File: config.mk
export PLATFORM = sky130hd
export DESIGN_NAME = pearson_hash_sched_flat
export DESIGN_NICKNAME = d
export VERILOG_FILES = /design/src/rtl/pearson_hash_sched_if.sv /design/src/rtl/pearson_hash_sched.sv /design/src/flat_wrapper.sv
export SDC_FILE = /design/constraint.sdc
export NUM_CORES = 1
export LEC_CHECK = 0
export CAP_MARGIN = 20
export CORE_UTILIZATION = 39
export DETAILED_ROUTE_END_ITERATION = 8
export PLACE_DENSITY_LB_ADDON = 0.15
export SETUP_SLACK_MARGIN = 0.5
export SLEW_MARGIN = 20
export SYNTH_ARGS = -nofsm -noshare
export SYNTH_HDL_FRONTEND = slang
export SYNTH_SLANG_ARGS = --single-unit
File: constraint.sdc
create_clock -name clock -period 2.7 [get_ports clock]
set_clock_uncertainty 0.05 [all_clocks]
set_input_delay 0.27 -clock clock [delete_from_list [all_inputs] [get_ports clock]]
set_output_delay 0.27 -clock clock [all_outputs]
set_load 0.05 [all_outputs]
File: src/rtl/pearson_hash_sched_if.sv
// Handshake bundle for pearson_hash_sched: source streams, hash-engine port, tagged result.
// Latency: none; this is a wiring-only bundle.
// Backpressure: in_ready, core_ready and resp_ready carry the stall on each leg.
//
// Signals:
//   in_valid/in_data/in_last/in_ready : NUM_REQ byte-serial framed sources (source i in in_data[8i+7:8i])
//   grant                             : one-hot current owner, zero when idle
//   core_clear/core_valid/core_byte   : commands to the shared Pearson engine
//   core_ready/core_hash              : engine accept / running hash
//   resp_valid/resp_id/resp_hash/resp_err/resp_ready : per-message result
// Modports: master = scheduler side, slave = sources + engine + result consumer.
interface pearson_hash_sched_if #(
    parameter int NUM_REQ = 4,
    parameter int ID_W    = 2
);
    logic [NUM_REQ-1:0]   in_valid;
    logic [NUM_REQ*8-1:0] in_data;
    logic [NUM_REQ-1:0]   in_last;
    logic [NUM_REQ-1:0]   in_ready;
    logic [NUM_REQ-1:0]   grant;

    logic                 core_clear;
    logic                 core_valid;
    logic [7:0]           core_byte;
    logic                 core_ready;
    logic [7:0]           core_hash;

    logic                 resp_valid;
    logic [ID_W-1:0]      resp_id;
    logic [7:0]           resp_hash;
    logic                 resp_err;
    logic                 resp_ready;

    modport master (
        input  in_valid, in_data, in_last, core_ready, core_hash, resp_ready,
        output in_ready, grant, core_clear, core_valid, core_byte,
               resp_valid, resp_id, resp_hash, resp_err
    );

    modport slave (
        output in_valid, in_data, in_last, core_ready, core_hash, resp_ready,
        input  in_ready, grant, core_clear, core_valid, core_byte,
               resp_valid, resp_id, resp_hash, resp_err
    );
endinterface

File: src/rtl/pearson_hash_sched.sv
// Round-robin scheduler sharing one byte-serial Pearson hash engine among NUM_REQ framed sources.
// Latency: request sampled in IDLE -> first byte accepted 2 cycles later; core_ready seen in DRAIN -> resp_valid next cycle.
// Backpressure: core_ready feeds the owner's in_ready combinationally; resp_ready=0 holds the result and blocks re-arbitration.
//
// Ports:
//   clock   : rising-edge clock
//   reset_n : synchronous active-low reset; a reset mid-message drops it with no response
//   bus     : pearson_hash_sched_if.master (sources, engine port, result port)
// Optional build macro PEARSON_SCHED_TIMEOUT_EN: an owner that withholds in_valid for
// TIMEOUT STREAM cycles is aborted with resp_err=1 and resp_hash=8'h00. Without it,
// resp_err is constant 0 and a stalled owner keeps the grant indefinitely.
module pearson_hash_sched #(
    parameter int NUM_REQ = 4,
    parameter int ID_W    = 2,
    parameter int TIMEOUT = 255
) (
    input  logic                 clock,
    input  logic                 reset_n,
    pearson_hash_sched_if.master bus
);

    if (ID_W != $clog2(NUM_REQ) || NUM_REQ < 2 || NUM_REQ > 8 ||
        TIMEOUT < 1 || TIMEOUT > 65535) begin : g_bad_param
        $error("pearson_hash_sched: illegal NUM_REQ/ID_W/TIMEOUT combination");
    end

    typedef enum logic [2:0] {
        S_IDLE,
        S_CLEAR,
        S_STREAM,
        S_DRAIN,
        S_RESP
    } state_t;

    localparam logic [ID_W:0]   NUM_REQ_W = (ID_W+1)'(NUM_REQ);
    localparam logic [ID_W-1:0] LAST_ID   = ID_W'(NUM_REQ - 1);

    state_t             state;
    logic [NUM_REQ-1:0] grant_q;
    logic [ID_W-1:0]    owner;
    logic [ID_W-1:0]    rr_ptr;
    logic               core_clear_q;
    logic               resp_valid_q;
    logic [ID_W-1:0]    resp_id_q;
    logic [7:0]         resp_hash_q;

`ifdef PEARSON_SCHED_TIMEOUT_EN
    localparam logic [15:0] STALL_LIM = 16'(TIMEOUT - 1);
    logic [15:0] stall_cnt;
    logic        resp_err_q;
`endif

    // ------------------------------------------------------------------
    // Round-robin pick: walk upward from rr_ptr with wrap, first request wins.
    // The candidate index is reduced modulo NUM_REQ explicitly so that
    // non-power-of-two NUM_REQ never probes a nonexistent source.
    // ------------------------------------------------------------------
    logic               win_found;
    logic [ID_W-1:0]    win_id;
    logic [NUM_REQ-1:0] win_onehot;
    logic [ID_W:0]      cand_sum;

    always_comb begin
        win_found  = 1'b0;
        win_id     = '0;
        win_onehot = '0;
        cand_sum   = '0;
        for (int i = 0; i < NUM_REQ; i++) begin
            cand_sum = {1'b0, rr_ptr} + (ID_W+1)'(i);
            if (cand_sum >= NUM_REQ_W) begin
                cand_sum = cand_sum - NUM_REQ_W;
            end
            if (!win_found && bus.in_valid[cand_sum[ID_W-1:0]]) begin
                win_found                          = 1'b1;
                win_id                             = cand_sum[ID_W-1:0];
                win_onehot[cand_sum[ID_W-1:0]]     = 1'b1;
            end
        end
    end

    // ------------------------------------------------------------------
    // Owner's lane, selected by the one-hot grant (all zero while idle).
    // ------------------------------------------------------------------
    logic       own_valid;
    logic       own_last;
    logic [7:0] own_data;

    always_comb begin
        own_valid = 1'b0;
        own_last  = 1'b0;
        own_data  = 8'h00;
        for (int i = 0; i < NUM_REQ; i++) begin
            if (grant_q[i]) begin
                own_valid = bus.in_valid[i];
                own_last  = bus.in_last[i];
                own_data  = bus.in_data[i*8 +: 8];
            end
        end
    end

    // Streaming path is combinational so a byte crosses in the same cycle the
    // engine reports ready; everything else is registered.
    logic streaming;
    logic beat_xfer;

    assign streaming      = (state == S_STREAM);
    assign bus.in_ready   = (streaming && bus.core_ready) ? grant_q : '0;
    assign bus.core_valid = streaming && own_valid && bus.core_ready;
    assign bus.core_byte  = streaming ? own_data : 8'h00;
    assign beat_xfer      = bus.core_valid;

    assign bus.grant      = grant_q;
    assign bus.core_clear = core_clear_q;
    assign bus.resp_valid = resp_valid_q;
    assign bus.resp_id    = resp_id_q;
    assign bus.resp_hash  = resp_hash_q;
`ifdef PEARSON_SCHED_TIMEOUT_EN
    assign bus.resp_err   = resp_err_q;
`else
    assign bus.resp_err   = 1'b0;
`endif

    // ------------------------------------------------------------------
    // Control FSM
    // ------------------------------------------------------------------
    always_ff @(posedge clock) begin
        if (!reset_n) begin
            state        <= S_IDLE;
            grant_q      <= '0;
            owner        <= '0;
            rr_ptr       <= '0;
            core_clear_q <= 1'b0;
            resp_valid_q <= 1'b0;
            resp_id_q    <= '0;
            resp_hash_q  <= 8'h00;
`ifdef PEARSON_SCHED_TIMEOUT_EN
            stall_cnt    <= '0;
            resp_err_q   <= 1'b0;
`endif
        end else begin
            core_clear_q <= 1'b0;
            case (state)
                S_IDLE: begin
                    if (win_found) begin
                        grant_q      <= win_onehot;
                        owner        <= win_id;
                        core_clear_q <= 1'b1;
                        state        <= S_CLEAR;
                    end
                end

                S_CLEAR: begin
                    // core_clear is high for exactly this cycle.
                    state <= S_STREAM;
`ifdef PEARSON_SCHED_TIMEOUT_EN
                    stall_cnt <= '0;
`endif
                end

                S_STREAM: begin
                    if (beat_xfer && own_last) begin
                        state <= S_DRAIN;
                    end
`ifdef PEARSON_SCHED_TIMEOUT_EN
                    // Only source-side stalls count; core_ready=0 with data
                    // pending neither advances nor clears the counter.
                    if (beat_xfer) begin
                        stall_cnt <= '0;
                    end else if (!own_valid) begin
                        if (stall_cnt == STALL_LIM) begin
                            state        <= S_RESP;
                            resp_valid_q <= 1'b1;
                            resp_err_q   <= 1'b1;
                            resp_hash_q  <= 8'h00;
                            resp_id_q    <= owner;
                        end else begin
                            stall_cnt <= stall_cnt + 16'd1;
                        end
                    end
`endif
                end

                S_DRAIN: begin
                    // core_ready here means the last byte is folded into core_hash.
                    if (bus.core_ready) begin
                        resp_hash_q  <= bus.core_hash;
                        resp_id_q    <= owner;
                        resp_valid_q <= 1'b1;
                        state        <= S_RESP;
                    end
                end

                S_RESP: begin
                    if (bus.resp_ready) begin
                        resp_valid_q <= 1'b0;
                        grant_q      <= '0;
                        rr_ptr       <= (owner == LAST_ID) ? '0 : owner + ID_W'(1);
                        state        <= S_IDLE;
`ifdef PEARSON_SCHED_TIMEOUT_EN
                        resp_err_q   <= 1'b0;
`endif
                    end
                end

                default: begin
                    state <= S_IDLE;
                end
            endcase
        end
    end

endmodule

File: src/flat_wrapper.sv
// flat-port wrapper written by rule: the top's interface ports become plain ports
module pearson_hash_sched_flat 
#(
    parameter int NUM_REQ = 4,
    parameter int ID_W    = 2,
    parameter int TIMEOUT = 255
)
  (clock, reset_n, bus_in_valid, bus_in_data, bus_in_last, bus_core_ready, bus_core_hash, bus_resp_ready, bus_in_ready, bus_grant, bus_core_clear, bus_core_valid, bus_core_byte, bus_resp_valid, bus_resp_id, bus_resp_hash, bus_resp_err);
  pearson_hash_sched_if #(.NUM_REQ(NUM_REQ), .ID_W(ID_W)) bus_i ();
  input  logic clock;
  input  logic reset_n;
  input wire logic [$bits(bus_i.in_valid)-1:0] bus_in_valid;
  input wire logic [$bits(bus_i.in_data)-1:0] bus_in_data;
  input wire logic [$bits(bus_i.in_last)-1:0] bus_in_last;
  input wire logic [$bits(bus_i.core_ready)-1:0] bus_core_ready;
  input wire logic [$bits(bus_i.core_hash)-1:0] bus_core_hash;
  input wire logic [$bits(bus_i.resp_ready)-1:0] bus_resp_ready;
  output wire logic [$bits(bus_i.in_ready)-1:0] bus_in_ready;
  output wire logic [$bits(bus_i.grant)-1:0] bus_grant;
  output wire logic [$bits(bus_i.core_clear)-1:0] bus_core_clear;
  output wire logic [$bits(bus_i.core_valid)-1:0] bus_core_valid;
  output wire logic [$bits(bus_i.core_byte)-1:0] bus_core_byte;
  output wire logic [$bits(bus_i.resp_valid)-1:0] bus_resp_valid;
  output wire logic [$bits(bus_i.resp_id)-1:0] bus_resp_id;
  output wire logic [$bits(bus_i.resp_hash)-1:0] bus_resp_hash;
  output wire logic [$bits(bus_i.resp_err)-1:0] bus_resp_err;
  assign bus_i.in_valid = bus_in_valid;
  assign bus_i.in_data = bus_in_data;
  assign bus_i.in_last = bus_in_last;
  assign bus_i.core_ready = bus_core_ready;
  assign bus_i.core_hash = bus_core_hash;
  assign bus_i.resp_ready = bus_resp_ready;
  assign bus_in_ready = bus_i.in_ready;
  assign bus_grant = bus_i.grant;
  assign bus_core_clear = bus_i.core_clear;
  assign bus_core_valid = bus_i.core_valid;
  assign bus_core_byte = bus_i.core_byte;
  assign bus_resp_valid = bus_i.resp_valid;
  assign bus_resp_id = bus_i.resp_id;
  assign bus_resp_hash = bus_i.resp_hash;
  assign bus_resp_err = bus_i.resp_err;
  pearson_hash_sched #(.NUM_REQ(NUM_REQ), .ID_W(ID_W), .TIMEOUT(TIMEOUT)) u_core (.clock(clock), .reset_n(reset_n), .bus(bus_i));
endmodule
* Yosys cells after proc, flatten, opt, wreduce, memory -nomap -nowiden *
Cells that the tools add are included.

word-level totals
  register bits = 23
  input port bits = 52
  word-level logic and storage cells = 123

operators by class
  $add $sub $neg = 8
  magnitude comparators = 12
  eq/ne operators = 9
  muxes and demuxes = 59
  bitwise gates (word level) = 3
  reductions and logical operators = 24

operators by type and width
  kind                                                         number
  two-way mux 8 bit                                            5
  two-way mux 4 bit                                            7
  two-way mux 1 bit                                            23
  two-way mux 2 bit                                            9
  one-hot mux 3 bit (5 select lines)                           1
  less-than comparator 2 x 3 -> 1 bit (second input constant)  4
  two-way mux 3 bit                                            4
  bitwise OR 4 bit                                             3
  logical AND 1 bit                                            11
  >= comparator 3 bit (second input constant)                  3
  binary-select mux 1 bit (select 2 bit)                       4
  demux 1 bit (select 2 bit)                                   4
  >= comparator 2 x 1 -> 1 bit (second input constant)         4
  one-hot mux 4 bit (2 select lines)                           1
  AND reduction 2 bit                                          4
  subtractor 2 x 1 -> 2 bit (second input constant)            4
  adder 2 x 2 -> 3 bit (second input constant)                 2
  == test 3 x 2 -> 1 bit (second input constant)               2
  inequality test 2 bit (second input constant)                3
  AND reduction 3 bit                                          2
  AND reduction 4 bit                                          1
  nonzero test 2 bit                                           2
  adder 2 x 1 -> 3 bit (second input constant)                 1
  == test 3 x 1 -> 1 bit (second input constant)               1
  8 further kinds                                              10

* Longest topological paths before layout *
  word-level depth = 16
  depth in mapped cells = 10
  mapped depth without buffers = 7

* Least setup slack after synthesis *
OpenSTA, ideal clock, no wires.

  path type = register to register
  from = register u_core.rr_ptr[0]
  to = register u_core.grant_q[0] (netlist: u_core.bus.grant[0])
  setup time = 61 ps
  arrival = 2626 ps
  data required time = 2589 ps
  setup slack = -37 ps
  stages on the path, launching flop included = 11
  period minus slack after synthesis = 2737 ps
  cell sequence = dfxtp_1 > buf_6 > clkbuf_1 > inv_1 > ha_1 > buf_6 > mux4_2 > nor4_4 > nor2b_1 > nor2_2 > a22o_1

on the way
  word-level cells in the longest chain between the ends = 16

RTL lines
  what                                                                           line                       text
  start: declaration                                                             pearson_hash_sched.sv:41   logic [ID_W-1:0] rr_ptr;
  start signal: assignment                                                       pearson_hash_sched.sv:197  rr_ptr <= (owner == LAST_ID) ? '0 : owner + ID_W'(1);
  parallel branches: the longest is 16 deep, another holds adder 2 x 1 -> 3 bit  n/a
  end signal: assignment                                                         pearson_hash_sched.sv:145  grant_q <= win_onehot;
  end: declaration                                                               pearson_hash_sched.sv:39   logic [NUM_REQ-1:0] grant_q;

Parallel ways; which one is timed is not known. The select of a mux whose other input is x is not followed.
A chain may end at the register's enable or synchronous reset.

* Worst setup path in the final report *
  from = register u_core.rr_ptr[0]
  to = register u_core.grant_q[2] (netlist: u_core.bus.grant[2])

Same word-level chain as after synthesis.

==> reports/qor.csv <==
stage,metric,value,unit
run_status,outcome,"complete, no violations",
floorplan,Die H,71.7,um
critical_path,crit-path cells,"inv_6, ha_4, mux4_2, buf_6, nor4b_4, nand2_1, o21ai_1, a22o_1",
critical_path,Crit path required time,2.85,ns
sta,final worst-path setup slack,0.495,ns
route,post-route ant nets,0,
sta,Slew HR,0.474,
job,Max-cap violations,0,
finish,Layout area overhead,60.2,%
finish,Reg area,469,um2
sta,Fin. Hold Viols,0,
floorplan,row cnt,25,
sta,fmax,0.454,GHz
route,wire per inst,15.2,um
synthesis,Synthesis Warnings,0,
synthesis,mapped cell area,1900,um2
route,DRC,0,
power_and_ir_drop,cell area power density,368,nW/um2
global_routing,first-pass GRT wire length,8870,um
place,I/O Buffers,80,
power_and_ir_drop,leakage,1.11,nW
place,dpl ws,0.190,ns
global_routing,gr ovfl total,0,
sta,RSZ-0062 raised after global routing,yes,
synthesis,multiplexer share of the synthesized area,0.0983,
place,Detailed Place HPWL,4090,um
critical_path,Worst EP arrival,2.35,ns
critical_path,Critical Path Max Stage Delay,0.58,ns
synthesis,largest family of logic cells by synthesized area,simple AND/OR/NAND/NOR gates,
critical_path,Crit-path slowest cell,mux4_2,
synthesis,Netlist cell types,44,
critical_path,CP max FO,4,
synthesis,syn_nets,301,
finish,share of layout cells above drive strength 1,0.219,
synthesis,Synth Area in Adders,0.0528,
synthesis,Mapped Cells,241,
power_and_ir_drop,clock share of power,0.185,
synthesis,Yosys reg bits,23,
power_and_ir_drop,Net Switching,0.413,mW
power_and_ir_drop,switch share,0.369,
global_routing,Tot GR Track Use,0.215,
cts,worst-skew pair later-pin latency,0.26,ns
sta,Tmin final,2.21,ns
synthesis,Async SR Flop Fraction,0,
finish,final std cells w/o fill,378,
floorplan,core area,4690,um2
global_routing,initial antenna violation count,0,
critical_path,critical path class,reg2reg,
synthesis,Synth Area in Simple Gates,0.284,
cts,Root Buffer,clkbuf_8,
critical_path,CP endpoint kind,register,
power_and_ir_drop,combinational power share,0.459,
synthesis,Synth Area in XOR/XNOR,0,
power_and_ir_drop,sequential power share,0.356,
sta,endpoints failing setup,0,
synthesis,top_reg_cell synth,dfxtp_1,
cts,Clock Tree Buf Depth,2,
sta,fin crit share,0.817,
route,router iterations before antenna repair,4,
floorplan,die area,5150,um2
cts,clk sinks,23,
finish,FILL cells,418,
hold_path,Hold Path Class,reg2reg,
route,total number of vias,2093,
place,Placed Area,2890,um2
finish,area of the multi-input gates,1400,um2
cts,CTS tree,built,
floorplan,I/O pins,82,
place,DP Cell Count,362,
power_and_ir_drop,maximum vdd drop,0.248,mV
sta,fin. max-slew vios,0,
synthesis,Syn Area/Cell,7.87,um2
critical_path,WP buf/inv,2,
cts,CTS hold repair buffers,0,
synthesis,Post-synth EDFFs,0,
global_routing,vias in the first global route,1814,
global_routing,largest net degree at the start of global routing,21,
critical_path,crit start category,register,
power_and_ir_drop,Power Total,1.12,mW
critical_path,"delay-heaviest family, CP",multiplexers,
floorplan,die span in x,71.7,um
power_and_ir_drop,Int Pwr,0.705,mW
cts,clk slew on worst S/H paths,0.08,ns
route,starting DRC count in detailed routing,91,
route,final WL,5760,um
finish,# nets final,385,
finish,Inserted Diodes,0,
sta,WHS,0.418,ns
cts,number of buffers created by CTS,3,
finish,core occupancy in the finished layout,0.647,
synthesis,Synth Area in Compound Gates,0.250,
finish,design area,3040,um2
cts,htree depth,1,
sta,worst-margin pin slew,0.788,ns
floorplan,Starting Density,0.404,
sta,setup tns final,0,ns
place,RD Place Congestion,0.923,
synthesis,share of the yosys chip area belonging to registers,0.243,
route,Vias/cell,5.54,
[Yosys cell counts, drive strengths merged, types with 2 or more instances]
master / number / area share
nand2: 36 / 0.071
dfxtp: 23 / 0.24
nor2b: 20 / 0.066
nor2: 18 / 0.037
a21oi: 14 / 0.037
a221oi: 14 / 0.071
clkbuf: 12 / 0.024
nor3: 11 / 0.029
a21boi: 10 / 0.040
buf: 10 / 0.041
o21ai: 9 / 0.024
ha: 8 / 0.053
mux2i: 7 / 0.037
nand2b: 5 / 0.016
a22o: 4 / 0.018
and3: 4 / 0.013
mux4: 4 / 0.049
o22ai: 4 / 0.013
a31o: 3 / 0.014
inv: 3 / 0.0059
nand3: 3 / 0.0079
a31oi: 2 / 0.0066
mux2: 2 / 0.012
o31ai: 2 / 0.0079
[sequential cells by signal, summed over array words and instances, names as in the netlist]
signal and flops:
u_core.owner 2, u_core.bus.grant 4, u_core.rr_ptr 2, u_core.bus.resp_hash 8
u_core.bus.resp_id 2, u_core.bus.resp_valid 1, u_core.state 3, u_core.bus.core_clear 1
[power by group through the flow]
stage	clock network (mW)	registers [mW]	logic [mW]
finish	0.207	0.398	0.514
CTS	0.211	0.397	0.503
floorplan	0	0.438	0.269
global placement	0	0.405	0.492
detailed placement	0	0.406	0.496
global route	0.230	0.402	0.549
[cell type report]
| class | instances | area share |
|---|---|---|
| multi-input combinational | 193 | 0.462 |
| timing repair buffer | 101 | 0.341 |
| sequential | 23 | 0.154 |
| tap | 54 | 0.0222 |
| clock buffer | 4 | 0.0148 |
| inverter | 3 | 0.00618 |
[cell usage in the layout, fill, tap and decap left out, drive strengths merged, types with 4 or more instances in the layout]
master and count:
dfxtp 23, a221oi 14, mux2i 7, a21oi 14
and3 4, nand2 36, nor3 11, clkbuf 8
mux4 4, o22ai 4, a22o 4, nor2 18
buf 30, clkdlybuf4s50 66, nand2b 5, o21ai 9
a21boi 10, nor2b 20, ha 8
[worst reg2reg max path, cell delays in order (launching register included)]
cell	delay, ns
dfxtp_4	0.40
inv_6	0.05
ha_4	0.27
mux4_2	0.58
buf_6	0.16
nor4b_4	0.33
nand2_1	0.09
o21ai_1	0.08
a22o_1	0.14
[kinds of logic after synthesis]
family                     after synthesis
and+or+nand+nor                        105
AOI/OAI and AO/OA                       66
buffers and inverters                   25
DFF                                     23
muxes                                   13
adders and majority gates                8
other                                    1
[what timing repair did]
action / CTS / global route
endpoints found under the setup margin: 11 / 20
pin swaps: 2 / 11
hold endpoints to repair: 0 / 0
setup buffers: 7 / 5
gates resized for setup: 7 / 19
[metal layers]
metal / vias to the layer above / part of all wire / GRT usage
li1: 1037 / - / -
met1: 964 / 0.46 / 0.290
met2: 88 / 0.46 / 0.353
met3: 4 / 0.075 / 0.0506
met4: 0 / 0.0062 / 0.0370
met5: - / 0 / 0
[path summary, 6_finish.rpt]
| path | depth (start not counted) | slack (ns) | to | start |
|---|---|---|---|---|
| max reg2reg | 8 | 0.49 | u_core.bus.grant[2] | u_core.rr_ptr[0] |
| max | 8 | 0.49 | u_core.bus.grant[2] | u_core.rr_ptr[0] |
| min | 2 | 0.42 | u_core.bus.resp_hash[2] | u_core.bus.resp_hash[2] |
| min reg2reg | 2 | 0.42 | u_core.bus.resp_hash[2] | u_core.bus.resp_hash[2] |
Power figures use the tool's default switching activity.
==> edit (same settings) <==
Re-encode `state_t` (5 states) as one-hot, 5 bits wide.
--- a/src/rtl/pearson_hash_sched.sv
+++ b/src/rtl/pearson_hash_sched.sv
@@ -26,8 +26,8 @@
 
-    typedef enum logic [2:0] {
-        S_IDLE,
-        S_CLEAR,
-        S_STREAM,
-        S_DRAIN,
-        S_RESP
+    typedef enum logic [4:0] {
+        S_IDLE   = 5'b00001,
+        S_CLEAR  = 5'b00010,
+        S_STREAM = 5'b00100,
+        S_DRAIN  = 5'b01000,
+        S_RESP   = 5'b10000
     } state_t;
Formal check against the unedited RTL: same outputs for any inputs over 10 cycles, from zero or initial values and one cycle with reset_n low; not proved beyond that.
==> edit against the unedited design <==
  * The run now ends with DRC left
  * Critical path depth fell by 1
  * Die area fell by 2.5%
  * Cell area rose by 0.45%
  * Utilization rose by 3.9 points
  * Power rose by 1.4%
  * Routed wire length fell by 3.0%
  * Synthesized area fell by 2.6%
  * Final cell count fell by 3.2%
  * Synthesized cell count fell by 4.1%
  * Sequential cell count rose by 2
  * Setup slack got worse by 0.034 ns
  * First-iteration DRC count rose by 52%
==> edit: results (changes against the unedited design) <==
Timing
  – Relative slew slack: 0.5720 (+0.09839)

Synth
  – Mux contribution to synthesized area: 0.1185 (+0.02020)
  – Post-synthesis compound-gate area fraction: 0.2282 (-0.02183)
  – Synth top area cells: dfxtp_1, mux2i_1, nor2_1
  – Synth Area per Inst: 8.000 um^2 (+1.6%)
  – Post-Syn Nets: 291 (-3.3%)
  – Sequential area share after synthesis: 0.2708 (+0.02808)

Place
  – RD Place Congestion: 0.8485 (-8.0%)
  – Hpwl dp: 4030 um (-1.3%)
  – Post-placement cell count: 352 (-2.8%)

Pwr
  – Max VDD drop: 0.2922 mV (+18%)
  – Switch share: 0.3670 (-0.002395)
  – Combinational Power Share: 0.427 (-0.032)
  – Internal power: 718.0 uW (+1.8%)
  – Lkg Pwr: 0.001228 uW (+11%)

Layout
  – Final Instance Count excl. Fillers: 366 (-3.2%)
  – NonClk Buf Share: 0.3383 (-0.002356)
  – Post-route design area: 3052 um^2 (+0.45%)
  – Layout cell share with drive strength beyond 1: 0.2134 (-0.005760)
  – NumNets Final: 375 (-2.6%)
  – Bufs w/o clock: 98 (-3.0%)
  – Inverters: 6 (+3)
  – Seq area share: 0.1669 (+0.01242)

Global route
  – First-pass GRT wire length: 8583 um (-3.2%)
  – Met1 usage: 0.2999 (+0.009869)
  – Largest net degree at the start of global routing: 22 (+4.8%)
  – Global Route Usage Sum: 0.2091 (-0.005539)
  – Vias in the first global route: 1786 (-1.5%)

Drt
  – Initial DRT Pass Iterations: 6 (+2)
  – Post-Route WL: 5589 um (-3.0%)
  – Vias: 2047 (-2.2%)
  – Drt drc: 20 (+20)
  – Metal-1 WL: 2541 um (-4.5%)
  – DRT iter0 DRCs: 138 (+52%)

Worst setup path
  – Worst-path fanout max: 6 (+2)
  – Worst EP arrival: 2.31 ns (-0.04 ns)

Status
  – Status: complete, but fails checks
  – Failing checks: DRC

Clock tree
  – CTS-repair resized insts: 14 (+7)

Die
  – DIE AREA: 5018 um^2 (-2.5%)
## edit: changes by cell type in the layout (fill, tap and decap cells not counted), moves of 8 or more
cell	delta
nor2_1	+17
nor2b_1	-9
nand2_1	-30
a21boi_0	-10
mux2i_1	+8
## edit: path summary, 6_finish.rpt
| check | from | to | slack, ns | depth (start not counted) |
|---|---|---|---|---|
| worst max-delay path | u_core.rr_ptr[0]$_SDFFE_PN0P_ | u_core.bus.grant[2]$_SDFFE_PN0P_ | 0.46 | 7 |
| worst min-delay path | u_core.bus.resp_valid$_SDFFE_PN0P_ | u_core.bus.resp_valid$_SDFFE_PN0P_ | 0.41 | 2 |
| worst max register to register | u_core.rr_ptr[0]$_SDFFE_PN0P_ | u_core.bus.grant[2]$_SDFFE_PN0P_ | 0.46 | 7 |
| worst min register to register | u_core.bus.resp_valid$_SDFFE_PN0P_ | u_core.bus.resp_valid$_SDFFE_PN0P_ | 0.41 | 2 |
